$ cat config.mk
export PLATFORM = sky130hd
export DESIGN_NAME = data_cache
export DESIGN_NICKNAME = d
export VERILOG_FILES = /design/src/rtl/data_cache.sv
export SDC_FILE = /design/constraint.sdc
export NUM_CORES = 2
export LEC_CHECK = 0
export CAP_MARGIN = 20
export CORE_UTILIZATION = 45
export CTS_CLUSTER_SIZE = 14
export DETAILED_ROUTE_END_ITERATION = 8
export PLACE_DENSITY = 0.58
export SETUP_SLACK_MARGIN = 0.4
export SYNTH_ARGS = -nofsm -noshare
export SYNTH_HDL_FRONTEND = slang
export SYNTH_MEMORY_MAX_BITS = 65536
export SYNTH_SLANG_ARGS = --single-unit
$ cat constraint.sdc
create_clock -name clk -period 5.3 [get_ports clk]
set_input_delay 0.795 -clock clk [delete_from_list [all_inputs] [get_ports clk]]
set_output_delay 0.795 -clock clk [all_outputs]
set_load 0.01 [all_outputs]
$ cat src/rtl/data_cache.sv
`default_nettype none
// ============================================================================
// Module      : data_cache
// Description : Direct-mapped, write-through, no-write-allocate data cache
//               between the datapath load/store port and a word-wide memory.
//               Define DCACHE_STATS_EN to build the hit/miss statistic counters.
// Revision    : 1.0 - initial release
// ============================================================================
module data_cache #(
    parameter int NUM_LINES      = 32,
    parameter int WORDS_PER_LINE = 4
) (
    input  logic        clk,
    input  logic        reset,
    input  logic [31:0] cpu_addr,
    input  logic [31:0] cpu_wdata,
    input  logic        cpu_read,
    input  logic        cpu_write,
    output logic [31:0] cpu_rdata,
    output logic        stall,
    output logic        mem_req,
    output logic        mem_we,
    output logic [31:0] mem_addr,
    output logic [31:0] mem_wdata,
    input  logic        mem_ready,
    input  logic [31:0] mem_rdata,
    output logic [15:0] hit_count,
    output logic [15:0] miss_count
);

    localparam int C_OFF_W = $clog2(WORDS_PER_LINE);
    localparam int C_IDX_W = $clog2(NUM_LINES);
    localparam int C_TAG_W = 30 - C_OFF_W - C_IDX_W;
    localparam logic [C_OFF_W-1:0] C_LAST_BEAT = C_OFF_W'(WORDS_PER_LINE - 1);

    typedef enum logic [1:0] {
        S_IDLE   = 2'd0,
        S_REFILL = 2'd1,
        S_WRITE  = 2'd2,
        S_DONE   = 2'd3
    } state_t;

    state_t                 state_q;
    logic [C_OFF_W-1:0]     beat_q;
    logic [NUM_LINES-1:0]   valid_q;
    logic [C_TAG_W-1:0]     tag_q  [NUM_LINES];
    logic [31:0]            data_q [NUM_LINES*WORDS_PER_LINE];

    logic [C_OFF_W-1:0]     w_off;
    logic [C_IDX_W-1:0]     w_idx;
    logic [C_TAG_W-1:0]     w_tag;
    logic                   w_hit;
    logic                   w_rd_hit;
    logic                   w_refill_start;
    logic                   w_unused;

    assign w_off          = cpu_addr[2 +: C_OFF_W];
    assign w_idx          = cpu_addr[2+C_OFF_W +: C_IDX_W];
    assign w_tag          = cpu_addr[31 -: C_TAG_W];
    assign w_hit          = valid_q[w_idx] && (tag_q[w_idx] == w_tag);
    assign w_rd_hit       = (state_q == S_IDLE) && cpu_read && !cpu_write && w_hit;
    assign w_refill_start = (state_q == S_IDLE) && cpu_read && !cpu_write && !w_hit;
    assign w_unused       = ^cpu_addr[1:0];

    always_ff @(posedge clk or negedge reset) begin
        if (!reset) begin
            state_q <= S_IDLE;
            beat_q  <= '0;
            valid_q <= '0;
        end else begin
            case (state_q)
                S_IDLE: begin
                    if (cpu_write) begin
                        state_q <= S_WRITE;
                    end else if (w_refill_start) begin
                        state_q        <= S_REFILL;
                        beat_q         <= '0;
                        valid_q[w_idx] <= 1'b0;
                    end
                end
                S_REFILL: begin
                    if (mem_ready) begin
                        beat_q <= beat_q + 1'b1;
                        if (beat_q == C_LAST_BEAT) begin
                            valid_q[w_idx] <= 1'b1;
                            state_q        <= S_IDLE;
                        end
                    end
                end
                S_WRITE: begin
                    if (mem_ready) begin
                        state_q <= S_WRITE == S_WRITE ? S_DONE : S_IDLE;
                    end
                end
                default: state_q <= S_IDLE;
            endcase
        end
    end

    // Tag and data arrays carry no reset; the valid bits alone gate their use.
    always_ff @(posedge clk) begin
        if (state_q == S_REFILL && mem_ready) begin
            data_q[{w_idx, beat_q}] <= mem_rdata;
            if (beat_q == C_LAST_BEAT) begin
                tag_q[w_idx] <= w_tag;
            end
        end
        if (state_q == S_WRITE && mem_ready && w_hit) begin
            data_q[{w_idx, w_off}] <= cpu_wdata;
        end
    end

    always_comb begin
        cpu_rdata = '0;
        stall     = 1'b0;
        mem_req   = 1'b0;
        mem_we    = 1'b0;
        mem_addr  = '0;
        mem_wdata = '0;
        if (reset) begin
            case (state_q)
                S_IDLE: begin
                    if (cpu_write) begin
                        stall = 1'b1;
                    end else if (cpu_read) begin
                        if (w_hit) cpu_rdata = data_q[{w_idx, w_off}];
                        else       stall     = 1'b1;
                    end
                end
                S_REFILL: begin
                    stall    = 1'b1;
                    mem_req  = 1'b1;
                    mem_addr = {w_tag, w_idx, beat_q, 2'b00};
                end
                S_WRITE: begin
                    stall     = 1'b1;
                    mem_req   = 1'b1;
                    mem_we    = 1'b1;
                    mem_addr  = {cpu_addr[31:2], 2'b00};
                    mem_wdata = cpu_wdata;
                end
                default: ;
            endcase
        end
    end

`ifdef DCACHE_STATS_EN
    logic [15:0] hit_q;
    logic [15:0] miss_q;

    always_ff @(posedge clk or negedge reset) begin
        if (!reset) begin
            hit_q  <= '0;
            miss_q <= '0;
        end else begin
            if (w_rd_hit && hit_q != 16'hFFFF)        hit_q  <= hit_q + 16'd1;
            if (w_refill_start && miss_q != 16'hFFFF) miss_q <= miss_q + 16'd1;
        end
    end

    assign hit_count  = hit_q;
    assign miss_count = miss_q;
`else
    logic w_unused_stats;
    assign w_unused_stats = w_rd_hit;
    assign hit_count      = 16'd0;
    assign miss_count     = 16'd0;
`endif

endmodule
`default_nettype wire

* After elaboration in Yosys (flattened, before gate mapping) *
Memories as Yosys holds them, arrays and structs flattened.
Cells that the tools add are included.

word-level totals
  input bits = 101
  bits in registers = 36
  output and inout port bits = 131
  memories kept = 2
  word-level logic and storage cells = 85
  memory bits (writable) = 4832

operators by class
  magnitude comparators = 2
  add/subtract/negate cells = 1
  bitwise operators = 3
  reductions and logical operators = 17
  multiplexer cells = 47
  equality and inequality tests = 10

memory list
  memory  words  width  read ports  clocked after Yosys merged registers in  wr ports  line  RTL
  data_q  128    32     1           0                                        1         47    logic [31:0] data_q [NUM_LINES*WORDS_PER_LINE];
  tag_q   32     23     1           0                                        1         46    logic [C_TAG_W-1:0] tag_q [NUM_LINES];

operators by type and width
  cell                 number
  $mux 32              13
  $pmux 32 s2          2
  $and 32x32->32       1
  $not 32->32          1
  $or 32x32->32        1
  $reduce_or 32->1     1
  $eq 23x23->1         1
  $mux 1               18
  $mux 2               8
  $ne 2x2->1 const B   5
  $logic_and 1x1->1    8
  $reduce_and 4->1     2
  $mux 7               1
  $lt 5x6->1 const B   1
  $pmux 2 s3           1
  $bmux 1 s5           1
  $demux 1 s5          1
  $ge 5x1->1 const B   1
  $reduce_and 5->1     1
  $eq 2x2->1 const B   2
  $pmux 2 s2           1
  $ne 3x3->1 const B   1
  $add 2x1->2 const B  1
  $eq 2x1->1 const B   1
  5 further kinds      6

* Depth between registers and ports, before layout *
  depth after elaboration = 9
  gate-level depth with buffers = 16
  mapped depth without buffers = 9

* Least setup slack after synthesis *
OpenSTA, ideal clock, no wires.

  path type = input -> register
  start point = in cpu_addr[4]
  end point = mem data_q[100][0], enable pin
  setup slack = -0.061 ns
  arrival = 4.940 ns
  data required time = 4.879 ns
  library setup time = 0.421 ns
  cell stages on the path = 14
  cells stage by stage = buf_2 -> buf_4 -> buf_2 -> mux2i_1 -> o22ai_1 -> nor4_1 -> a21o_1 -> nand4_1 -> nor4_4 -> nand4_1 -> buf_4 -> mux2i_4 -> buf_4 -> nor2_1

on the way
  word-level cells in the longest chain between the ends = 8

RTL lines
  item                                                      line  RTL
  from (decl)                                               15    input logic [31:0] cpu_addr,
  $mem_v2 32x23 / $bmux 1 s5 (equally long branches)        n/a
  $eq 23x23->1 / $mux 1 (equally long branches)             60    assign w_hit = valid_q[w_idx] && (tag_q[w_idx] == w_tag);
  $logic_and 1x1->1                                         60
  $logic_and 1x1->1                                         108   if (state_q == S_WRITE && mem_ready && w_hit) begin
  $mux 1                                                    108
  $mux 1 (implied by the code)                              109   data_q[{w_idx, w_off}] <= cpu_wdata;
  $reduce_or 32->1 (no source line)                         n/a
  $mux 7 (no source line) / $mux 1 (equally long branches)  n/a
  to (decl)                                                 47

Several ways; a longest one is shown, not always the timed one. The select of a mux whose other input is x is not followed.

* Worst setup path after layout *
  start point = in cpu_addr[5]
  end point = out cpu_rdata[17]

on the way
  word-level cells in the longest chain between the ends = 8

RTL lines
  item                                                line  RTL
  $mem_v2 32x23 / $bmux 1 s5 (equally long branches)  n/a
  $eq 23x23->1 / $mux 1 (equally long branches)       60
  $logic_and 1x1->1                                   60
  $mux 32 (*)                                         126   if (w_hit) cpu_rdata = data_q[{w_idx, w_off}];
  $mux 32 (*)                                         125   end else if (cpu_read) begin
  $mux 32 (*)                                         123   if (cpu_write) begin
  $mux 32 (*)                                         121   case (state_q)
  $mux 32 (*)                                         120   if (reset) begin
  to (decl)                                           19    output logic [31:0] cpu_rdata,

Every way passes the cells marked *; elsewhere a longest branch is shown, timed or not. The select of a mux whose other input is x is not followed.

==> results.cfg <==
[placed_design]
place.detailed.hpwl_um = 354000
placement.io_buffers = 195
post-place-cells = 14400
gp_routability_congestion = 0.858

[timing]
report.final.setup_viol = 26
period_share = 1.06
max_slew.worst_pin.slew_ns = 1.04
worst_slack_ns = -0.298
final_max_slew_viol_count = 0
upper_clock_frequency_limit_ghz = 0.179
final-hold-violation-count = 0
setup_tns_ns = -4.81
maxSlewHeadroom = 0.304
fin_crit_ns = 5.60
grt_setup_unrepaired = yes
hold_slack_ns = 0.120
finClkSkew_ns = 0.0538

[synthesis]
ys.warnings.count = 0
synth_seq_area_share = 0.776
synth.most_common_cell = edfxtp_1
mappedNetlistArea_um2 = 188000
post-synth-top-area-cell = edfxtp_1
synthesis.instances = 8172
netlist.area_leader.share = 0.771
synth_edf_count = 4832
synth_async_sr_flop_share = 0.00740
leading_post_synthesis_cells_by_cell_area = edfxtp_1 (77%), mux4_2 (15%), mux2i_1 (2.1%)
yosys_most_used_dff = edfxtp_1
synth-seq-cells = 4868
yosysUniqueCellTypes = 70
synth_common_cells = edfxtp_1 (4832), mux4_2 (1274), mux2i_1 (396)
syn-mean-instance-area_um2 = 23.0

[clock_network]
cts_root_buffer = clkbuf_16
clock_path_buffers = 4
cts_tree = done
clock_sinks = 4868
cts_made_buffers = 481
clk_latency_ns = 1.03
h-tree-depth = 5
clkTransAtPathRegs_ns = 0.06
cts_hold_buf = 0

[cells_and_area]
number_of_nets_at_the_end_of_the_flow = 9572
layout-drive-gt1-share = 0.347
postLayoutCoreUtil = 0.541
fill_cells = 31100
final_cell_count_no_fill = 15400
area_growth_syn_to_layout_pct = 19.8

[grt]
grt_remaining_overflow = 0
first_global_vias = 94300
initial_antenna_violation_count = 34
grt_usage = 0.265
largest_net_degree_at_the_start_of_global_routing = 81
grt_pass1_wl_um = 768000

[routing]
first_iter_violations = 12300
via_count = 95100
drc_errors = 0
dr.pass1.iters = 5
vias_per_cell = 6.19
drtAntennaViolNets = 0
finalWirelength_um = 561000
wl_per_cell_um = 36.5

[setup_path]
timing.reg2reg.worst_path_depth = 15
worst_setup_path_end_kind = output pin
worst-endpoint-required_ns = 4.51
critPathMaxFanout = 14
timing.reg2reg.setup_slack_ns = 0.98
arrival_ns = 4.80
setup_crit_start_kind = input port
regToRegEndpoint = data_q[25][1]$_DFFE_PP_
critical_setup_path_class = in -> out

[floorplan]
num_io_pins = 232
start_util = 0.452
die-height_um = 649
std_cell_rows = 237
fp.coreArea_um2 = 416000
design.die.area_um2 = 421000
dieWidth_um = 649

[run_status]
run_status = finished, violations left
failing_checks = negative setup slack

[pwr]
total_power_w = 0.0810
power.ir.vdd_worst_mv = 0.348
power.leakage_nw = 72.3
power_density_over_cell_area_nw_per_um2 = 360

[hold_path]
hp-class = in -> async

[flow_run]
max_cap_viols = 0
-- stage by stage --
stage | area [um^2] | setup WS (ns)
floorplan | 188000 | -0.0608
global placement | 209000 | -1.71
detailed placement | 209000 | -1.56
CTS | 225000 | -0.309
global route | 225000 | -0.348
finish | 225000 | -0.298
-- cells by family (layout without fill, tap and decap cells) --
logic type / count (synthesis) / in the layout / share of synthesized area
compound gates: 421 / 421 / 0.0152
fa+ha+maj: 5 / 5 / 0.000333
buf+inv: 519 / 2170 / 0.0132
flops: 4868 / 4868 / 0.776
mux: 1760 / 1760 / 0.179
other cells: 1 / 51 / 0.0000199
simple gates: 598 / 598 / 0.0158
-- layer usage --
metal	up-vias	GRT usage	wire length, um
li1	37600	-	-
met1	51900	0.360	216000
met2	4751	0.437	276000
met3	810	0.0452	48700
met4	8	0.0915	21500
met5	-	0	51
-- flip-flops by register name, indices dropped and copies added, names as in the netlist, named ones only --
name,cells
data_q,4096
beat_q,2
tag_q,736
state_q,2
-- worst max-delay path, stage by stage --
cell and delay, ns:
buf_8 0.12, buf_8 0.24, nand4bb_4 0.25, buf_12 0.20, o22ai_1 0.11, buf_4 0.15, or4_4 0.42, nor3_2 0.23
o211ai_1 0.18, nor4_4 0.27, nand3_4 0.16, or3_4 0.49, buf_12 0.18, buf_12 0.13, buf_4 0.13, buf_6 0.11
a2111oi_4 0.36, buf_2 0.22
-- worst max path at each step --
stage,to,start
after floorplan,data_q[100][0]$_DFFE_PP_,cpu_addr[4]
after global placement,cpu_rdata[24],cpu_addr[5]
after detailed placement,cpu_rdata[24],cpu_addr[5]
after CTS,cpu_rdata[2],flip-flop
after global routing,cpu_rdata[10],tag_q[23][20]$_DFFE_PP_
final,cpu_rdata[17],cpu_addr[5]
-- placed cells by master (no fill, tap or decap), types with 34 or more instances in the layout --
cell	synthesis	layout
nor2_4	0	166
o22ai_1	239	228
nor4_2	2	34
clkinv_1	0	135
mux2_2	85	52
dfrtp_1	36	36
clkbuf_16	0	490
edfxtp_1	4832	4832
nor2_1	251	82
buf_6	19	50
mux4_2	1274	1274
clkdlybuf4s50_1	0	154
buf_12	0	408
mux2i_1	396	389
clkinv_2	0	80
and3_1	45	45
nand2_1	107	107
conb_1	1	34
clkbuf_1	203	103
buf_4	63	647
-- cell type report --
type,count,area [um^2],area share
Sequential cell,4868,146000,0.648
Antenna cell,17,42.5,0.000189
Clock inverter,283,2300,0.0102
Inverter,13,53.8,0.000239
Clock buffer,590,12600,0.0558
Multi-Input combinational cell,2818,42000,0.186
Tap cell,5497,6880,0.0305
Timing Repair Buffer,1284,15600,0.0691
-- repair_timing --
| action | CTS | global route |
|---|---|---|
| resized for setup | 199 | 63 |
| pin swaps | 33 | 37 |
| endpoints found under the setup margin | 39 | 33 |
| buffers inserted | 27 | 30 |
| gates cloned | 1 | 3 |
-- where the power goes --
part / switching, W / internal, W
logic: 0.00355 / 0.00228
registers: 0.0000843 / 0.0425
clock network: 0.0144 / 0.0182
No activity file was read; power rests on OpenSTA's default activity.
